### src/rtl/sram_rr_arbiter.sv
// Round-robin arbiter sharing one single-port, 1-cycle-latency SRAM between NumReq
// OBI-style requesters; one grant per cycle, responses routed back to their owner.
module sram_rr_arbiter #(
    parameter int unsigned NumReq    = 2,
    parameter int unsigned NumWords  = 1024,
    parameter int unsigned DataWidth = 32,
    parameter int unsigned AddrWidth = (NumWords > 1) ? $clog2(NumWords) : 1,
    parameter int unsigned IdxWidth  = (NumReq > 1) ? $clog2(NumReq) : 1
) (
    input  logic                                   clk_i,
    input  logic                                   rst_ni,
    input  logic [NumReq-1:0]                      req_i,
    input  logic [NumReq-1:0]                      we_i,
    input  logic [NumReq-1:0][AddrWidth-1:0]       addr_i,
    input  logic [NumReq-1:0][DataWidth-1:0]       wdata_i,
    input  logic [NumReq-1:0][DataWidth/8-1:0]     be_i,
    output logic [NumReq-1:0]                      gnt_o,
    output logic [NumReq-1:0]                      rvalid_o,
    output logic [DataWidth-1:0]                   rdata_o,
    output logic                                   mem_req_o,
    output logic                                   mem_we_o,
    output logic [AddrWidth-1:0]                   mem_addr_o,
    output logic [DataWidth-1:0]                   mem_wdata_o,
    output logic [DataWidth/8-1:0]                 mem_be_o,
    input  logic [DataWidth-1:0]                   mem_rdata_i
);

    localparam int unsigned BeWidth = DataWidth / 8;
    localparam logic [IdxWidth:0]   NUM_REQ_W = (IdxWidth + 1)'(NumReq);
    localparam logic [IdxWidth-1:0] LAST_IDX  = IdxWidth'(NumReq - 1);

    logic [IdxWidth-1:0] prio_q, prio_d;
    logic [IdxWidth-1:0] rsp_idx_q, rsp_idx_d;
    logic                rsp_valid_q, rsp_valid_d;
    logic                rsp_we_q, rsp_we_d;

    logic [IdxWidth-1:0] win_s;
    logic [IdxWidth-1:0] cand_s;
    logic [IdxWidth:0]   sum_s;
    logic                found_s;
    logic                grant_s;

    // Round-robin search starting at prio_q, wrapping modulo NumReq
    always_comb begin
        found_s = 1'b0;
        win_s   = '0;
        sum_s   = '0;
        cand_s  = '0;
        for (int unsigned i = 0; i < NumReq; i++) begin
            sum_s   = {1'b0, prio_q} + (IdxWidth + 1)'(i);
            sum_s   = (sum_s >= NUM_REQ_W) ? (sum_s - NUM_REQ_W) : sum_s;
            cand_s  = sum_s[IdxWidth-1:0];
            win_s   = (req_i[cand_s] && !found_s) ? cand_s : win_s;
            found_s = found_s | req_i[cand_s];
        end
    end

    // Nothing may reach the SRAM or a requester while reset is asserted
    assign grant_s = found_s & rst_ni;

    // Grant vector and memory-side drive copied from the winning requester
    always_comb begin
        gnt_o       = '0;
        mem_req_o   = 1'b0;
        mem_we_o    = 1'b0;
        mem_addr_o  = '0;
        mem_wdata_o = '0;
        mem_be_o    = '0;
        if (grant_s) begin
            gnt_o[win_s] = 1'b1;
            mem_req_o    = 1'b1;
            mem_we_o     = we_i[win_s];
            mem_addr_o   = addr_i[win_s];
            mem_wdata_o  = wdata_i[win_s];
            mem_be_o     = be_i[win_s][BeWidth-1:0];
        end else begin
            gnt_o     = '0;
            mem_req_o = 1'b0;
        end
    end

    // Next-state: priority rotates past the winner; the single outstanding access is tracked
    always_comb begin
        prio_d      = prio_q;
        rsp_valid_d = grant_s;
        rsp_idx_d   = '0;
        rsp_we_d    = 1'b0;
        if (grant_s) begin
            prio_d    = (win_s == LAST_IDX) ? '0 : (win_s + 1'b1);
            rsp_idx_d = win_s;
            rsp_we_d  = we_i[win_s];
        end else begin
            prio_d = prio_q;
        end
    end

    // State registers
    always_ff @(posedge clk_i or negedge rst_ni) begin
        if (!rst_ni) begin
            prio_q      <= '0;
            rsp_valid_q <= 1'b0;
            rsp_idx_q   <= '0;
            rsp_we_q    <= 1'b0;
        end else begin
            prio_q      <= prio_d;
            rsp_valid_q <= rsp_valid_d;
            rsp_idx_q   <= rsp_idx_d;
            rsp_we_q    <= rsp_we_d;
        end
    end

    // Response routing; write responses carry zero data
    always_comb begin
        rvalid_o = '0;
        rdata_o  = '0;
        if (rsp_valid_q) begin
            rvalid_o[rsp_idx_q] = 1'b1;
            rdata_o             = rsp_we_q ? '0 : mem_rdata_i;
        end else begin
            rvalid_o = '0;
            rdata_o  = '0;
        end
    end

endmodule

### config.mk
export PLATFORM = sky130hd
export DESIGN_NAME = sram_rr_arbiter
export DESIGN_NICKNAME = d
export VERILOG_FILES = /design/src/rtl/sram_rr_arbiter.sv
export SDC_FILE = /design/constraint.sdc
export NUM_CORES = 1
export LEC_CHECK = 0
export CORE_AREA = 2 2 84 86
export CTS_BUF_LIST = sky130_fd_sc_hd__clkbuf_8
export DETAILED_ROUTE_END_ITERATION = 8
export DIE_AREA = 0 0 86 88
export DONT_BUFFER_PORTS = 1
export PLACE_DENSITY = 0.49
export SETUP_SLACK_MARGIN = 0.1
export SLEW_MARGIN = 30
export SYNTH_ARGS = -nofsm -noshare
export SYNTH_HDL_FRONTEND = slang
export SYNTH_SLANG_ARGS = --single-unit
### constraint.sdc
create_clock -name clk_i -period 1.8 [get_ports clk_i]
set_clock_uncertainty 0.15 [all_clocks]
set_input_delay 0.18 -clock clk_i [delete_from_list [all_inputs] [get_ports clk_i]]
set_output_delay 0.18 -clock clk_i [all_outputs]
set_load 0.02 [all_outputs]
Word-level counts from Yosys, hierarchy flattened. Index checks and enable logic that the tools add are counted.

Flip-flop bits (word level): 4. Input port bits: 130. Word-level logic and storage cells: 53.

Add/subtract/negate cells: 4. Magnitude comparators: 8. Mux-type cells: 31. Bitwise operators: 2. Reductions and logical operators: 4.

Operators with widths (number): 2-to-1 mux 32 bit (5); 2-to-1 mux 10 bit (3); 2-to-1 mux 1 bit (16); 2-to-1 mux 4 bit (3); < comparator 1 x 2 -> 1 bit (second input constant) (4); 2-to-1 mux 2 bit (2); logical AND 1 bit (3); adder 1 x 1 -> 2 bit (second input constant) (1); demux 1 bit (select 1 bit) (2); >= comparator 1 bit (second input constant) (2); >= comparator 1 x 2 -> 1 bit (second input constant) (1); >= comparator 2 bit (second input constant) (1); subtractor 1 bit (second input constant) (2); adder 1 bit (second input constant) (1); AND 1 bit (1); logical NOT 1 bit (1); OR 1 bit (1).

Depth between registers and ports, before layout. Gate-level depths: netlist of run 1.

Word-level depth: 12. Gate-level depth with buffers: 5. Depth with buffers taken out: 2.

Worst setup path after synthesis of run 1. Ideal clock, no wire load.

Path type: register to register. From: reg prio_q. To: reg rsp_we_q. Setup time: 0.193 ns. Data arrival time: 1.222 ns. Setup slack: 0.235 ns. Cell stages (with the launch flop): 4. Path buffers: 1. Period minus slack after synthesis: 1.565 ns. Cells stage by stage: dfrtp_1 nor2b_4 buf_6 o32ai_1.

Longest elaborated chain between the ends: 10. Elaborated cells on any way between the ends: 20. Those cells by class: add/sub (3); order compare (2); mux (11); bitwise (2); reduce/logical (2).

Ends and longest elaborated chain: from (decl) (line 32) `logic [IdxWidth-1:0] prio_q, prio_d;`; from (signal assigned) (line 105) `prio_q <= prio_d;`; adder 1 x 1 -> 2 bit (tied with other cells) (line 50) `sum_s = {1'b0, prio_q} + (IdxWidth + 1)'(i);`; >= comparator 2 bit (tied with other cells) (line 51) `sum_s = (sum_s >= NUM_REQ_W) ? (sum_s - NUM_REQ_W) : sum_s;`; 2-to-1 mux 1 bit (on tied branches) (line 51, 53, 54); 2-to-1 mux 1 bit (not written as such) (line 53, 54); 2-to-1 mux 1 bit (not written as such) or logical NOT 1 bit (tied branches) (line 53, 54); logical AND 1 bit (line 53) `win_s = (req_i[cand_s] && !found_s) ? cand_s : win_s;`; 2-to-1 mux 1 bit (line 53); 2-to-1 mux 1 bit (2 in series); 2-to-1 mux 1 bit *; named net mem_we_o (line 21) `output logic mem_we_o,`; to (signal assigned) (line 108) `rsp_we_q <= rsp_we_d;`; to (decl) (line 35) `logic rsp_we_q, rsp_we_d;`.

The timed path passes the listed nets; every way through them passes the cells marked *. The select of a mux whose other input is x is not followed. A chain may end at the register's enable or synchronous reset.

Worst setup path in the final report of run 1.
From: reg prio_q. To: out mem_wdata_o[30].

Longest elaborated chain between the ends: 10. Elaborated cells on any way between the ends: 20. Those cells by class: add/sub (3); order compare (2); mux (11); bitwise (2); reduce/logical (2).

Ends and longest elaborated chain: adder 1 x 1 -> 2 bit (tied with other cells) (line 50); >= comparator 2 bit (tied with other cells) (line 51); 2-to-1 mux 1 bit (on tied branches) (line 51, 53, 54); 2-to-1 mux 1 bit (not written as such) (line 53, 54); 2-to-1 mux 1 bit (not written as such) or logical NOT 1 bit (tied branches) (line 53, 54); logical AND 1 bit (line 53); 2-to-1 mux 1 bit (line 53); 2-to-1 mux 32 bit (not written as such) (2 in series) (line 74) `mem_wdata_o = wdata_i[win_s];`; 2-to-1 mux 32 bit * (line 69) `if (grant_s) begin`; to (decl) (line 23) `output logic [DataWidth-1:0] mem_wdata_o,`.

Mark *: on every way between the ends. The rest lies on a longest branch, timed or not. The select of a mux whose other input is x is not followed.

==> results.sh, run 1 <==
export IMPL_outcome="complete, but fails checks"
export IMPL_violations="design-rule violations"
export IMPL_hpwl_um=4416
export IMPL_p_per_area_nw_per_um2=514.8
export IMPL_syn_area_um2=1574
export IMPL_startpoint="prio_q$_DFFE_PN0P_"
export IMPL_synthTopCellsByCount="nand2_1, and2_1, o32ai_2, o32ai_1, buf_2"
export IMPL_clock_fmax_mhz=579.4
export IMPL_hold_depth=2
export IMPL_start_kind="register"
export IMPL_ys_flop_type="dfrtp_1"
export IMPL_maxSlewViolCount=0
export IMPL_fin_tns_setup_ps=0
export IMPL_clk_pin_slew_ps=30
export IMPL_htreeDepth=1
export IMPL_clk_latency_ps=210
export IMPL_dieArea_um2=7568
export IMPL_cp_cell_sequence="a21bo_4, buf_12, o32ai_2, buf_4"
export IMPL_detail_route_first_pass_iterations=6
export IMPL_setup_viol_count_final=0
export IMPL_hold_path_end="rsp_we_q$_DFF_PN0_"
export IMPL_rrSetupSlack_ps=480
export IMPL_post_route_util_pct=32.02
export IMPL_wirelength_um=6080
export IMPL_layout_setup_ws_ps=73.97
export IMPL_num_rows=30
export IMPL_io_pins=214
export IMPL_gp_congestion=0.7665
export IMPL_synth_area_leaders="o32ai_2, nand2_1, and2_1, o32ai_1, buf_6"
export IMPL_grt_max_degree=97
export IMPL_rr_worst_depth=3
export IMPL_globalRouteOverflowTotal=0
export IMPL_io_buffers=0
export IMPL_hold_class="input port to register"
export IMPL_synth_seq_area_share_pct=6.359
export IMPL_grt_use_met3_pct=2.545
export IMPL_drv_cap=0
export IMPL_crit_path_end_kind="output port"
export IMPL_synth_cells=220
export IMPL_grt_total_usage_pct=12.57
export IMPL_routedWlPerCell_um=19.93
export IMPL_layout_nets=357
export IMPL_critPathKind="register to output port"
export IMPL_synth_most_common_cell="nand2_1"
export IMPL_vias=1706
export IMPL_worst_slew_pin_slew_ps=511.1
export IMPL_grt_pass1_wl_um=7576
export IMPL_grt_pass1_vias=1391
export IMPL_area_growth_pct=35.14
export IMPL_ys_types=17
export IMPL_slowest_delay_ps=430
export IMPL_antenna_left=0
export IMPL_die_h_um=88
export IMPL_fin_crit_ps=1726
export IMPL_start_util_pct=23.69
export IMPL_core_um2=6644
export IMPL_critPathMaxFanout=14
export IMPL_stdcell_count=305
export IMPL_antenna_cells=0
export IMPL_cp_arrival_ps=1400
export IMPL_post_place_ws_ps=121.6
export IMPL_min_period_over_period_pct=95.89
export IMPL_die_width_um=86
export IMPL_dr_first_iter_drc_count=49
export IMPL_ys_ff_latch=4
export IMPL_synth_top_area_share_pct=31.00
export IMPL_synth_avg_cell_area_um2=7.155
export IMPL_grt_busiest_layer="met2"
export IMPL_synth_edff_count=0
export IMPL_hold_violations=0
export IMPL_leakagePower_nw=0.7481
export IMPL_holdCritStartpoint="we_i[0]"
export IMPL_vdd_drop_max_uv=158.8
export IMPL_cts_root_buf="clkbuf_8"
export IMPL_grt_util_met1_pct=12.85
export IMPL_antenna_found_initial=0
export IMPL_drc_errors=1
export IMPL_rsz0062_at_grt="true"
export IMPL_synth_async_reset_ratio_pct=100.0
export IMPL_fillers=719
export IMPL_holdWs_ps=26.13
export IMPL_syn_nets=350
export IMPL_slew_headroom_pct=65.80
export IMPL_rr_startpoint="prio_q$_DFFE_PN0P_"
export IMPL_reg2reg_to="prio_q$_DFFE_PN0P_"
export IMPL_cpMaxStageDelayCell="dfrtp_2"
export IMPL_cts_tree="built"
export IMPL_clock_sinks=4
export IMPL_cts_buffer_depth=2
export IMPL_critPathBufInv=2
export IMPL_dp_cells=296
export IMPL_viasPerCell=5.593
export IMPL_synth_area_leader_cell="o32ai_2"
export IMPL_path_delay_family="flip-flops"
export IMPL_drive_above_1_share_pct=35.11
export IMPL_grt_util_met2_pct=26.78
export IMPL_cts_buffers=3
export IMPL_worstPathRequired_ps=1470
export IMPL_yosysWarningCount=0
-- cell type report --
cell class | count | area [um2] | share of cell area [%]
Multi-Input combinational cell | 184 | 1543 | 72.53
Inverter | 2 | 7.507 | 0.3529
Sequential cell | 4 | 101.3 | 4.765
Clock buffer | 3 | 41.29 | 1.941
Timing Repair Buffer | 32 | 334.1 | 15.71
Tap cell | 80 | 100.1 | 4.706
-- through the flow --
| stage | total power, mW | cell area (um2) |
|---|---|---|
| 4_1_cts | 0.9819 | 1846 |
| 3_3_place_gp | 0.7459 | 1714 |
| 5_1_grt | 1.161 | 2127 |
| 2_1_floorplan | 0.6684 | 1574 |
| 6_report | 1.095 | 2127 |
| 3_5_place_dp | 0.7539 | 1714 |
-- cell families after synthesis --
| kind of cell | Yosys count | share of synthesized area, % |
|---|---|---|
| DFF | 4 | 6.360 |
| and+or+nand+nor | 135 | 38.47 |
| AOI/OAI and AO/OA | 49 | 41.65 |
| buffers and inverters | 32 | 13.51 |
-- placed cells by master, fill, tap and decap left out, drive strengths merged --
cell          n
buf          28
inv           2
nor2b         2
a21bo         1
clkbuf        5
and2b         1
a22o          1
and2         33
nand2        95
dlygate4sd3   2
dfrtp         4
nor2          4
o32ai        47
-- repair_timing --
action,in CTS,in global routing
endpoints found under the hold margin,6,0
pin swaps,1,1
gates cloned,0,2
setup buffers,2,0
setup endpoints to repair,49,49
hold buffers,2,0
gates resized for setup,6,27
-- sequential cells by signal, summed over array words and instances (netlist names) --
| register | count |
|---|---|
| prio_q | 1 |
| rsp_we_q | 1 |
| rsp_valid_q | 1 |
| rsp_idx_q | 1 |
-- power breakdown --
part	internal, mW	switching [mW]
clock network	0.142	0.0440
registers	0.101	0.00988
logic	0.298	0.500
-- how the worst max path moves through the flow --
stage / cells after the start / to
finish: 4 / mem_wdata_o[30]
global route: 4 / mem_addr_o[7]
CTS: 4 / mem_wdata_o[31]
detailed placement: 4 / mem_wdata_o[31]
global placement: 4 / mem_wdata_o[31]
floorplan: 3 / rsp_we_q$_DFF_PN0_
-- per-layer routing --
| layer | wire (um) | up-vias | part of all wire [%] |
|---|---|---|---|
| li1 | - | 783 | - |
| met2 | 3612 | 125 | 59 |
| met4 | 8 | 0 | 0.13 |
| met3 | 502 | 2 | 8.3 |
| met5 | 0 | - | 0 |
| met1 | 1955 | 796 | 32 |
Power figures use the tool's default switching activity.
==> run 2, diff against run 1 <==
==> constraint.sdc (replaced) <==
create_clock -name clk_i -period 1.8 [get_ports clk_i]
set_clock_uncertainty 0.15 [all_clocks]
set_input_delay 0 -clock clk_i [delete_from_list [all_inputs] [get_ports clk_i]]
set_output_delay 0 -clock clk_i [all_outputs]
set_load 0.02 [all_outputs]
==> run 2 against run 1 <==
  * The run ends with negative hold slack left
  * First-iteration DRC count grew 8.2%
  * Critical path depth is the same
  * Cell area shrank 17%
  * Combinational power shrank 22%
  * Critical path type unchanged
==> results.sh, run 2 (synthesized netlist as in run 1, its figures left out) <==
export IMPL_holdWs_ps=-7.869
export IMPL_start_kind="register"
export IMPL_hold_violations=5
export IMPL_stdcell_count=302
export IMPL_routedWlPerCell_um=18.18
export IMPL_power_switching_uw=474.6
export IMPL_wirelength_um=5489
export IMPL_clock_sinks=4
export IMPL_rr_worst_depth=3
export IMPL_clock_fmax_mhz=620.7
export IMPL_clk_latency_ps=220
export IMPL_drive_above_1_share_pct=28.05
export IMPL_cp_arrival_ps=1460
export IMPL_slowest_delay_ps=410
export IMPL_area_growth_pct=11.92
export IMPL_fin_tns_setup_ps=0
export IMPL_leakagePower_nw=0.6663
export IMPL_maxSlewViolCount=0
export IMPL_worstPathRequired_ps=1650
export IMPL_grt_pass1_wl_um=7493
export IMPL_grt_pass1_vias=1424
export IMPL_globalRouteOverflowTotal=0
export IMPL_reg2reg_to="rsp_we_q$_DFF_PN0_"
export IMPL_cp_cell_sequence="a21bo_2, buf_4, o32ai_1, buf_4"
export IMPL_grt_total_usage_pct=12.42
export IMPL_vias=1642
export IMPL_die_width_um=86
export IMPL_crit_top_cell="buf_4"
export IMPL_layout_nets=353
export IMPL_io_buffers=0
export IMPL_cts_root_buf="clkbuf_8"
export IMPL_gp_congestion=0.7352
export IMPL_num_rows=30
export IMPL_dr_first_iter_drc_count=53
export IMPL_min_period_over_period_pct=89.51
export IMPL_internal_power_uw=449.3
export IMPL_hpwl_um=4258
export IMPL_slew_headroom_pct=43.62
export IMPL_finalInstanceArea_um2=1762
export IMPL_start_util_pct=23.69
export IMPL_outcome="complete, but fails checks"
export IMPL_rr_startpoint="prio_q$_DFFE_PN0P_"
export IMPL_antenna_found_initial=0
export IMPL_most_common_layout_cells="nand2_1, and2_1, o32ai_2"
export IMPL_cts_buffer_depth=2
export IMPL_critPathKind="register to output port"
export IMPL_cpMaxStageDelayCell="dfrtp_1"
export IMPL_dieArea_um2=7568
export IMPL_drc_errors=0
export IMPL_critPathMaxFanout=25
export IMPL_detail_route_first_pass_iterations=6
export IMPL_placed_cell_area_um2=1662
export IMPL_vdd_drop_max_uv=120.0
export IMPL_hold_class="input port to asynchronous set/reset pin"
export IMPL_cts_setup_buffers=0
export IMPL_cts_tree="built"
export IMPL_mostFrequentLayoutCell="nand2_1"
export IMPL_cts_buffers=3
export IMPL_drv_cap=0
export IMPL_core_um2=6644
export IMPL_htreeDepth=1
export IMPL_p_per_area_nw_per_um2=524.4
export IMPL_sw_frac_of_total_pct=51.37
export IMPL_die_h_um=88
export IMPL_antenna_left=0
export IMPL_violations="negative hold slack"
export IMPL_worst_slew_pin_slew_ps=845.7
export IMPL_clk_pin_slew_ps=40
export IMPL_power_frac_seq_pct=11.6
export IMPL_comb_power_share_pct=67.4
export IMPL_dp_cells=294
export IMPL_viasPerCell=5.437
export IMPL_fin_crit_ps=1611
export IMPL_io_pins=214
export IMPL_clkPwrFrac_pct=21.0
export IMPL_crit_path_end_kind="output port"
export IMPL_rsz0062_at_grt="false"
export IMPL_setup_viol_count_final=0
export IMPL_startpoint="prio_q$_DFFE_PN0P_"
export IMPL_rrSetupSlack_ps=470
export IMPL_grt_max_degree=94
==> run 2: cell types whose count changed in the layout (fill, tap and decap cells not counted), sizes merged <==
| cell | previous run | this run |
|---|---|---|
| buf | 28 | 24 |
| clkbuf | 5 | 3 |
| dlygate4sd3 | 2 | 4 |
| clkinv | 0 | 1 |
| diode | 0 | 1 |
| inv | 2 | 1 |
==> run 2: critical path, delay by kind of cell, from the launching register on <==
kind / cells / cell delay, ps
compound gates: 2 / 370
buf+inv: 2 / 430
flops: 1 / 410
==> run 2: routing by layer <==
| metal | wire length, um | global-route usage, % | up-vias |
|---|---|---|---|
| met5 | 0 | 0 | - |
| met4 | 0 | 2.165 | 0 |
| met3 | 456 | 2.356 | 0 |
| met2 | 3241 | 25.79 | 110 |
| met1 | 1792 | 12.84 | 754 |
| li1 | - | - | 778 |
==> run 2: what timing repair did <==
action                                 in CTS  in global routing
setup endpoints to repair                   0                  2
hold buffers                                4                  0
endpoints found under the hold margin       8                  0
resized for setup                           0                  2
==> run 2: power by group through the flow <==
stage                     Clock (mW)  Combinational, mW  Sequential, mW
after floorplan                    0              0.562           0.107
after CTS                      0.199              0.629           0.107
after global placement             0              0.609           0.108
after global routing           0.207              0.669           0.108
final                          0.194              0.623           0.107
after detailed placement           0              0.618           0.108
==> run 2: worst max path at each step <==
stage	endpoint	slack (ps)	cells after the start
2_1_floorplan	rsp_we_q$_DFF_PN0_	230	3
3_3_place_gp	mem_we_o	430	4
3_5_place_dp	mem_we_o	390	4
4_1_cts	mem_we_o	140	4
5_1_grt	mem_be_o[0]	110	4
6_report	mem_be_o[3]	190	4
==> run 2: cell type report <==
cell class	count	area, um2
Antenna cell	1	2.502
Clock buffer	3	41.29
Fill cell	719	4882
Inverter	2	8.758
Multi-Input combinational cell	184	1276
Sequential cell	4	100.1
Tap cell	80	100.1
Timing Repair Buffer	28	232.7
==> run 2: stage by stage <==
stage                     setup WS (ps)  hold slack [ps]  power (mW)  utilization (%)
after floorplan                   235.0           -445.6      0.6684                -
final                             188.9           -7.869      0.9239            26.52
after global routing              110.8            17.26      0.9836            26.48
after detailed placement          388.3           -444.0      0.7256            25.01
after global placement            426.7           -444.5      0.7169            25.01
after CTS                         140.5            3.202      0.9352            26.23
